**config.mk**
```make
export PLATFORM = sky130hd
export DESIGN_NAME = pkt_tx_arbiter
export DESIGN_NICKNAME = d
export VERILOG_FILES = /design/src/rtl/pkt_tx_arb_pkg.sv /design/src/rtl/rr_arbiter.sv /design/src/rtl/pkt_tx_arbiter.sv
export SDC_FILE = /design/constraint.sdc
export NUM_CORES = 1
export LEC_CHECK = 0
export CAP_MARGIN = 20
export CELL_PAD_IN_SITES_DETAIL_PLACEMENT = 0
export CELL_PAD_IN_SITES_GLOBAL_PLACEMENT = 1
export CORE_ASPECT_RATIO = 1.75
export CORE_MARGIN = 8
export CORE_UTILIZATION = 29
export CTS_CLUSTER_SIZE = 14
export DETAILED_ROUTE_END_ITERATION = 8
export PLACE_DENSITY_LB_ADDON = 0.25
export SLEW_MARGIN = 25
export SYNTH_ARGS = -nofsm -noshare
export SYNTH_HDL_FRONTEND = slang
export SYNTH_SLANG_ARGS = --single-unit
```
**constraint.sdc**
```tcl
create_clock -name clk_156m25 -period 1.88 [get_ports clk_156m25]
set_input_delay 0.376 -clock clk_156m25 [delete_from_list [all_inputs] [get_ports clk_156m25]]
set_output_delay 0.376 -clock clk_156m25 [all_outputs]
set_load 0.05 [all_outputs]
```
**src/rtl/pkt_tx_arb_pkg.sv**
```systemverilog
// Shared types and constants for the packet transmit arbiter.
// The FSM state type, the MAC modulo width and the statistics counter width
// live here so the top level and its arbiter slice agree on them.
package pkt_tx_arb_pkg;

    localparam int MOD_W  = 3;
    localparam int STAT_W = 32;

    typedef enum logic {
        IDLE = 1'b0,
        XFER = 1'b1
    } arbState_t;

endpackage

```
**src/rtl/rr_arbiter.sv**
```systemverilog
// Round-robin source selector for the packet transmit arbiter.
// Searches the request vector starting one position after the last winner,
// wrapping around, and reports the first requester found.
module rr_arbiter
    import pkt_tx_arb_pkg::*;
#(
    parameter int N_SRC = 2,
    parameter int IDX_W = $clog2(N_SRC)
) (
    input  logic [N_SRC-1:0] req_i,
    input  logic [IDX_W-1:0] lastGrant_i,
    output logic [IDX_W-1:0] grantIdx_o,
    output logic             grantValid_o
);

    int cand;

    // Walk the sources in rotated order and latch onto the first requester.
    always_comb begin
        grantIdx_o   = '0;
        grantValid_o = 1'b0;
        cand         = 0;
        for (int k = 0; k < N_SRC; k++) begin
            cand = (int'(lastGrant_i) + 1 + k) % N_SRC;
            if (!grantValid_o && req_i[cand[IDX_W-1:0]]) begin
                grantValid_o = 1'b1;
                grantIdx_o   = cand[IDX_W-1:0];
            end
        end
    end

endmodule

```
**src/rtl/pkt_tx_arbiter.sv**
```systemverilog
// Packet transmit arbiter: merges N_SRC packet sources onto one MAC transmit
// interface, one whole packet at a time, with round-robin fairness.
// Optional build macro PKT_TX_ARB_STATS_EN adds per-source packet counters
// on the stat_pkt_cnt port.
module pkt_tx_arbiter
    import pkt_tx_arb_pkg::*;
#(
    parameter int N_SRC  = 2,
    parameter int DATA_W = 64
) (
    input  logic                      clk_156m25,
    input  logic                      reset_156m25,
    input  logic [N_SRC-1:0]          src_val,
    input  logic [N_SRC-1:0]          src_sop,
    input  logic [N_SRC-1:0]          src_eop,
    input  logic [N_SRC*MOD_W-1:0]    src_mod,
    input  logic [N_SRC*DATA_W-1:0]   src_data,
    output logic [N_SRC-1:0]          src_rdy,
    output logic [DATA_W-1:0]         pkt_tx_data,
    output logic                      pkt_tx_sop,
    output logic                      pkt_tx_eop,
    output logic [MOD_W-1:0]          pkt_tx_mod,
    output logic                      pkt_tx_val,
    input  logic                      pkt_tx_full,
    output logic [$clog2(N_SRC)-1:0]  cur_grant,
`ifdef PKT_TX_ARB_STATS_EN
    output logic [N_SRC*STAT_W-1:0]   stat_pkt_cnt,
`endif
    output logic                      proto_err
);

    localparam int IDX_W = $clog2(N_SRC);

    arbState_t          state_q, state_d;
    logic [IDX_W-1:0]   grant_q, grant_d;
    logic [IDX_W-1:0]   lastGrant_q, lastGrant_d;
    logic               firstBeat_q, firstBeat_d;
    logic               protoErr_q, protoErr_d;

    logic [DATA_W-1:0]  txData_q;
    logic               txSop_q, txEop_q, txVal_q;
    logic [MOD_W-1:0]   txMod_q;

    logic [N_SRC-1:0]   sopReq;
    logic [IDX_W-1:0]   arbIdx;
    logic               arbValid;
    logic [N_SRC-1:0]   rdy;
    logic               xfer;
    logic               selSop, selEop;
    logic [MOD_W-1:0]   selMod;
    logic [DATA_W-1:0]  selData;

    // Only a beat that opens a packet may compete for the output.
    assign sopReq = src_val & src_sop;

    rr_arbiter #(
        .N_SRC (N_SRC),
        .IDX_W (IDX_W)
    ) u_rrArbiter (
        .req_i        (sopReq),
        .lastGrant_i  (lastGrant_q),
        .grantIdx_o   (arbIdx),
        .grantValid_o (arbValid)
    );

    // Next-state logic: pick a packet in IDLE, stream its beats in XFER.
    always_comb begin
        state_d     = state_q;
        grant_d     = grant_q;
        lastGrant_d = lastGrant_q;
        firstBeat_d = firstBeat_q;
        protoErr_d  = protoErr_q;
        rdy         = '0;
        xfer        = 1'b0;
        selSop      = src_sop[grant_q];
        selEop      = src_eop[grant_q];
        selMod      = src_mod[grant_q*MOD_W +: MOD_W];
        selData     = src_data[grant_q*DATA_W +: DATA_W];
        case (state_q)
            IDLE: begin
                if (|(src_val & ~src_sop)) begin
                    protoErr_d = 1'b1;
                end
                if (arbValid) begin
                    grant_d     = arbIdx;
                    firstBeat_d = 1'b1;
                    state_d     = XFER;
                end
            end
            XFER: begin
                rdy[grant_q] = !pkt_tx_full;
                xfer         = src_val[grant_q] && !pkt_tx_full;
                if (xfer) begin
                    firstBeat_d = 1'b0;
                    if (selSop && !firstBeat_q) begin
                        protoErr_d = 1'b1;
                    end
                    if (selEop) begin
                        state_d     = IDLE;
                        lastGrant_d = grant_q;
                    end
                end
            end
            default: state_d = IDLE;
        endcase
    end

    // Ready is held low while reset is asserted so no beat is taken then.
    assign src_rdy = rdy & {N_SRC{!reset_156m25}};

    // Control state and the registered copy of each transferred beat.
    always_ff @(posedge clk_156m25) begin
        if (reset_156m25) begin
            state_q     <= IDLE;
            grant_q     <= '0;
            lastGrant_q <= IDX_W'(N_SRC - 1);
            firstBeat_q <= 1'b0;
            protoErr_q  <= 1'b0;
            txData_q    <= '0;
            txSop_q     <= 1'b0;
            txEop_q     <= 1'b0;
            txMod_q     <= '0;
            txVal_q     <= 1'b0;
        end else begin
            state_q     <= state_d;
            grant_q     <= grant_d;
            lastGrant_q <= lastGrant_d;
            firstBeat_q <= firstBeat_d;
            protoErr_q  <= protoErr_d;
            txVal_q     <= xfer;
            txSop_q     <= xfer && selSop && firstBeat_q;
            txEop_q     <= xfer && selEop;
            txMod_q     <= (xfer && selEop) ? selMod : '0;
            if (xfer) begin
                txData_q <= selData;
            end
        end
    end

    assign pkt_tx_data = txData_q;
    assign pkt_tx_sop  = txSop_q;
    assign pkt_tx_eop  = txEop_q;
    assign pkt_tx_mod  = txMod_q;
    assign pkt_tx_val  = txVal_q;
    assign cur_grant   = grant_q;
    assign proto_err   = protoErr_q;

`ifdef PKT_TX_ARB_STATS_EN
    logic [STAT_W-1:0] statCnt_q [N_SRC];

    // Count completed packets per source; counters wrap naturally.
    always_ff @(posedge clk_156m25) begin
        if (reset_156m25) begin
            for (int i = 0; i < N_SRC; i++) begin
                statCnt_q[i] <= '0;
            end
        end else if (xfer && selEop) begin
            statCnt_q[grant_q] <= statCnt_q[grant_q] + STAT_W'(1);
        end
    end

    for (genvar g = 0; g < N_SRC; g++) begin : g_stat
        assign stat_pkt_cnt[g*STAT_W +: STAT_W] = statCnt_q[g];
    end
`endif

endmodule

```
# Word-level counts from Yosys, hierarchy flattened
# Index checks and enable logic that the tools add are counted.
word_totals:
  register_bits: 75
  in_bits: 143
  output_inout_bits: 74
  elab_cells: 76
classes:
  n_addsub: 2
  n_mul: 1
  magnitude_cmp: 4
  eq_ne: 4
  shifts: 2
  mux: 29
  bitwise_logic: 7
  reduce_logical: 17
ops:
  columns: ["operator", "count"]
  rows:
  - ["indexed part select 128 x 8 -> 64 bit", 1]
  - ["2-to-1 mux 1 bit", 24]
  - ["AND 2 bit", 4]
  - ["logical AND 1 bit", 7]
  - ["less-than comparator 1 x 2 -> 1 bit (second input constant)", 3]
  - ["case mux 1 bit (2 select lines)", 3]
  - ["AND reduction 3 bit", 2]
  - ["indexed part select 6 x 4 -> 3 bit", 1]
  - ["logical NOT 1 bit", 4]
  - ["!= test 2 x 1 -> 1 bit (second input constant)", 2]
  - ["!= test 2 bit (second input constant)", 2]
  - ["AND reduction 2 bit", 2]
  - ["OR reduction 2 bit", 2]
  - ["multiplier 1 x 2 -> 3 bit (second input constant)", 1]
  - ["adder 1 bit (second input constant)", 2]
  - ["2-to-1 mux 2 bit", 1]
  - ["NOT 1 bit", 2]
  - ["NOT 2 bit", 1]
  - ["demux 1 bit (select 1 bit)", 1]
  - [">= comparator 1 bit (second input constant)", 1]

# Logic depth before layout (Yosys ltp)
logic_depth:
  ltp_word: 9
  mapped_depth: 6
  depth_no_buf: 3

# By module
# From an unflattened synthesis, not the netlist that was laid out.
unflattened:
  hier_cells: 342
  area_unflattened_um2: 3713.6
by_module_without_submodules:
  columns: ["mod", "n_inst", "cells_per_inst", "area_each_um2", "seq_area_each_um2"]
  rows:
  - ["pkt_tx_arbiter", 1, 340, 3699.8, 1501.4]
  - ["rr_arbiter", 1, 2, 13.8, 0.0]

# Worst setup path before layout
# Ideal clock, no wire load.
synth_path:
  path_type: "reg-to-output"
  start: "register grant_q, in the netlist cur_grant"
  end: "output src_rdy[1]"
  t_arrival_ns: 2.367
  slack_ns: -0.863
  path_stages_with_launch: 5
  path_buffers: 3
  cell_sequence: "dfxtp_1 -> buf_6 -> buf_4 -> buf_2 -> nor3b_1"
synth_via:
  elab_chain_len: 7
  elab_cells_between_ends: 8
synth_lines:
  columns: ["element", "line", "source"]
  rows:
  - ["start, declared", "pkt_tx_arbiter.sv:35", "logic [IDX_W-1:0] grant_q, grant_d;"]
  - ["start signal, assigned", "pkt_tx_arbiter.sv:126", "grant_q <= grant_d;"]
  - ["less-than comparator 1 x 2 -> 1 bit (implied by the code) or >= comparator 1 bit (tied branches)", "pkt_tx_arbiter.sv:91", "rdy[grant_q] = !pkt_tx_full;"]
  - ["logical AND 1 bit (implied by the code)", "pkt_tx_arbiter.sv:91", null]
  - ["2-to-1 mux 1 bit (implied by the code)", "pkt_tx_arbiter.sv:91", null]
  - ["demux 1 bit (select 1 bit) (*)", "pkt_tx_arbiter.sv:91", null]
  - ["AND 2 bit (no line) (*)", null, null]
  - ["2-to-1 mux 2 bit (*)", "pkt_tx_arbiter.sv:79", "case (state_q)"]
  - ["AND 2 bit (*)", "pkt_tx_arbiter.sv:109", "assign src_rdy = rdy & {N_SRC{!reset_156m25}};"]
  - ["end, declared", "pkt_tx_arbiter.sv:18", "output logic [N_SRC-1:0] src_rdy,"]
# Every way passes the cells marked *; elsewhere a longest branch is shown, timed or not.

# Worst setup path after layout
layout_path:
  start: "register txMod_q[2], in the netlist pkt_tx_mod[2]"
  end: "output pkt_tx_mod[2]"
layout_lines:
  columns: ["element", "line", "source"]
  rows:
  - ["start, declared", "pkt_tx_arbiter.sv:42", "logic [MOD_W-1:0] txMod_q;"]
  - ["start signal, assigned", "pkt_tx_arbiter.sv:133", "txMod_q <= (xfer && selEop) ? selMod : '0;"]
  - ["end, declared", "pkt_tx_arbiter.sv:22", "output logic [MOD_W-1:0] pkt_tx_mod,"]
# No word-level cell between the ends.

==> results.yml <==
outcome:
  outcome: "complete, no violations"
setup_path:
  cpMaxStageDelayCell: "clkdlybuf4s50_1"
  end_kind: "output pin"
  crit_fanout: 1
  cp_cell_sequence: "clkdlybuf4s50_1"
  crit_buf_inv: 1
  startpoint_type: "flip-flop"
  crit_required_ns: 1.50
  critical-path-top-delay-family: "buffers and inverters"
  criticalPathCategory: "flip-flop to output pin"
  critPathMaxStageDelay_ns: 0.82
  arrival_ns: 1.47
detailed_routing:
  drt-total-wl_um: 13380
  vias: 3527
  wl_met1_um: 4808
  final_antenna_net_count: 0
  wl_per_cell_um: 18.33
  via_per_inst: 4.832
  wl_met3_um: 729
  drtIter0Drc: 92
  drc: 0
  drtPass1Iterations: 4
  routed-wl-met2_um: 7543
  top_layer: "met5"
clock_network:
  cts_num_sinks: 75
  post-cts-setup-buffers: 0
  cts-root-buf: "clkbuf_16"
  cts_tree: "done"
  numCtsBuffers: 9
  clk_pin_slew_ns: 0.06
  clock_path_buffers: 2
  cts_max_level: 3
  clk_latency_ns: 0.33
  ctsHoldBuffers: 0
sta:
  worstMarginPinSlew_ns: 0.5497
  fin_crit_ns: 1.842
  slew_headroom_pct: 63.24
  slew_violations: 0
  fin_skew_ns: 0.004193
  finalCritPeriodShare_pct: 97.97
  setup-violations-final: 0
  whs_ns: 0.3369
  rsz0062_at_grt: "no"
  fmax_mhz: 542.9
  final-hold-violation-count: 0
floorplan:
  io_pins: 217
  die_height_um: 169.4
  core_area_mm2: 0.01324
  chipWidth_um: 103.7
  core.rowCount: 56
  dieArea_mm2: 0.01756
  initial_core_util_pct: 29.45
synthesis:
  yosysWarnings: 0
  yosysSeqAreaShare_pct: 38.50
  ys_seq_elements: 75
  ys_top_cells_by_area: "dfxtp_1 38%, mux2i_1 17%, a211oi_2 16%, a21oi_2 9.0%, a21oi_1 3.2%"
  ys_async_sr_fraction_pct: 0
  netlist_area_mm2: 0.003900
  synthMostInstantiatedCell: "dfxtp_1"
  syn_inst: 346
  synth_edf_count: 0
  syn-num-nets: 489
  synth_common_cells: "75 x dfxtp_1, 68 x mux2i_1, 49 x a211oi_2, 40 x a21oi_2, 25 x a21oi_1"
  ys_types: 31
  syn_area_per_cell_um2: 11.27
  yosysTopAreaCell: "dfxtp_1"
  ys_dominant_reg_cell: "dfxtp_1"
  synth_top_cell_area_share_pct: 38.50
cells_and_area:
  final_util_pct: 48.77
  multi_input_area_mm2: 0.002145
  diodes: 0
  finalNonFillerCells: 730
  drive_gt1_share_pct: 35.97
  regArea_mm2: 0.001505
  fill_cells: 1228
  design_area_mm2: 0.006459
  final_nets: 694
  areaGrowthSynthToFinish_pct: 65.61
worst_hold_path:
  hold_class: "input pin to flip-flop"
place:
  dpl_cell_area_mm2: 0.006117
  portBuffers: 216
  gp_congestion: 0.7074
  dp.cells: 714
  hpwl_um: 10520
global_routing:
  grt_pass1_wl_um: 20760
  grt_overflow: 0
  grt_max_degree: 40
  grt_pass1_vias: 3853
  antenna_found_initial: 1
  track_usage_pct: 14.82
power_and_ir_drop:
  pwr_density_cell_mw_per_mm2: 754.4
  leakage_uw: 0.002293
  peakVddDrop_mv: 0.3935
  p_total_uw: 4873
job:
  max_cap_viol_count: 0
[sequential cells by signal, summed over array words and instances, names as in the netlist]
register	flops
pkt_tx_data	64
pkt_tx_mod	3
cur_grant	1
firstBeat_q	1
lastGrant_q	1
pkt_tx_eop	1
pkt_tx_sop	1
pkt_tx_val	1
proto_err	1
state_q	1
[cells in the final DEF (no fill, tap or decap), drive strengths merged, types with 2 or more instances in the layout]
cell and count:
mux2 3, clkdlybuf4s50 145, inv 2, clkbuf 12, nand3 2, dfxtp 75
nand2b 2, mux2i 68, a211oi 64, buf 87, o21ai 2, a21oi 65
nor3 5, dlymetal6s2s 2, nand4b 2, nor2b 3, bufinv 2, nor2 3
[metal layers]
layer	vias to the layer above	GRT usage [%]
li1	1716	-
met2	123	28.08
met3	18	4.221
met5	-	0
met1	1668	14.52
met4	2	6.650
[report_power, final]
| part | internal [µW] | switching [µW] | leakage [µW] |
|---|---|---|---|
| registers | 1670 | 63.2 | 0.000611 |
| clock network | 1230 | 644 | 0.000159 |
| logic | 593 | 671 | 0.00152 |
| total | 3490 | 1380 | 0.00229 |
[area by class of cell]
type                            count  area share (%)
Timing Repair Buffer              234           34.91
Multi-Input combinational cell    229           33.20
Sequential cell                    75           23.30
Clock buffer                       12           3.971
Tap cell                          174           3.371
Clock inverter                      4           1.124
Inverter                            2          0.1162
[final timing paths]
kind	endpoint	from	slack, ns	depth (start not counted)
hold / removal	cur_grant$_SDFFE_PP0P_	reset_156m25	0.34	2
setup / recovery	pkt_tx_mod[2]	pkt_tx_mod[2]$_SDFF_PP0_	0.04	1
hold reg to reg	proto_err$_SDFFE_PP0P_	firstBeat_q$_SDFFE_PP0P_	0.50	1
setup reg to reg	pkt_tx_data[11]$_SDFFE_PP0P_	cur_grant$_SDFFE_PP0P_	0.30	4
[metrics by stage]
stage / setup TNS, ns / setup slack, ns
6_report: 0 / 0.03816
5_1_grt: 0 / 0.001919
4_1_cts: 0 / 0.005463
3_5_place_dp: -5.382 / -0.1462
3_3_place_gp: -3.427 / -0.1288
2_1_floorplan: -0.05738 / -0.05738
[kinds of logic (layout without fill, tap and decap cells)]
family,after synthesis,in the layout,share of synthesized area [%]
AOI/OAI and AO/OA,137,137,32.37
DFF,75,75,38.50
muxes,71,71,18.41
buffers and inverters,42,252,7.668
and+or+nand+nor,21,21,3.048
[what timing repair did]
item / CTS / global route
gates resized for setup: 2 / 2
pin swaps: 0 / 0
endpoints found under the setup margin: 2 / 2
Note: power is estimated with default switching activity, not from simulation.
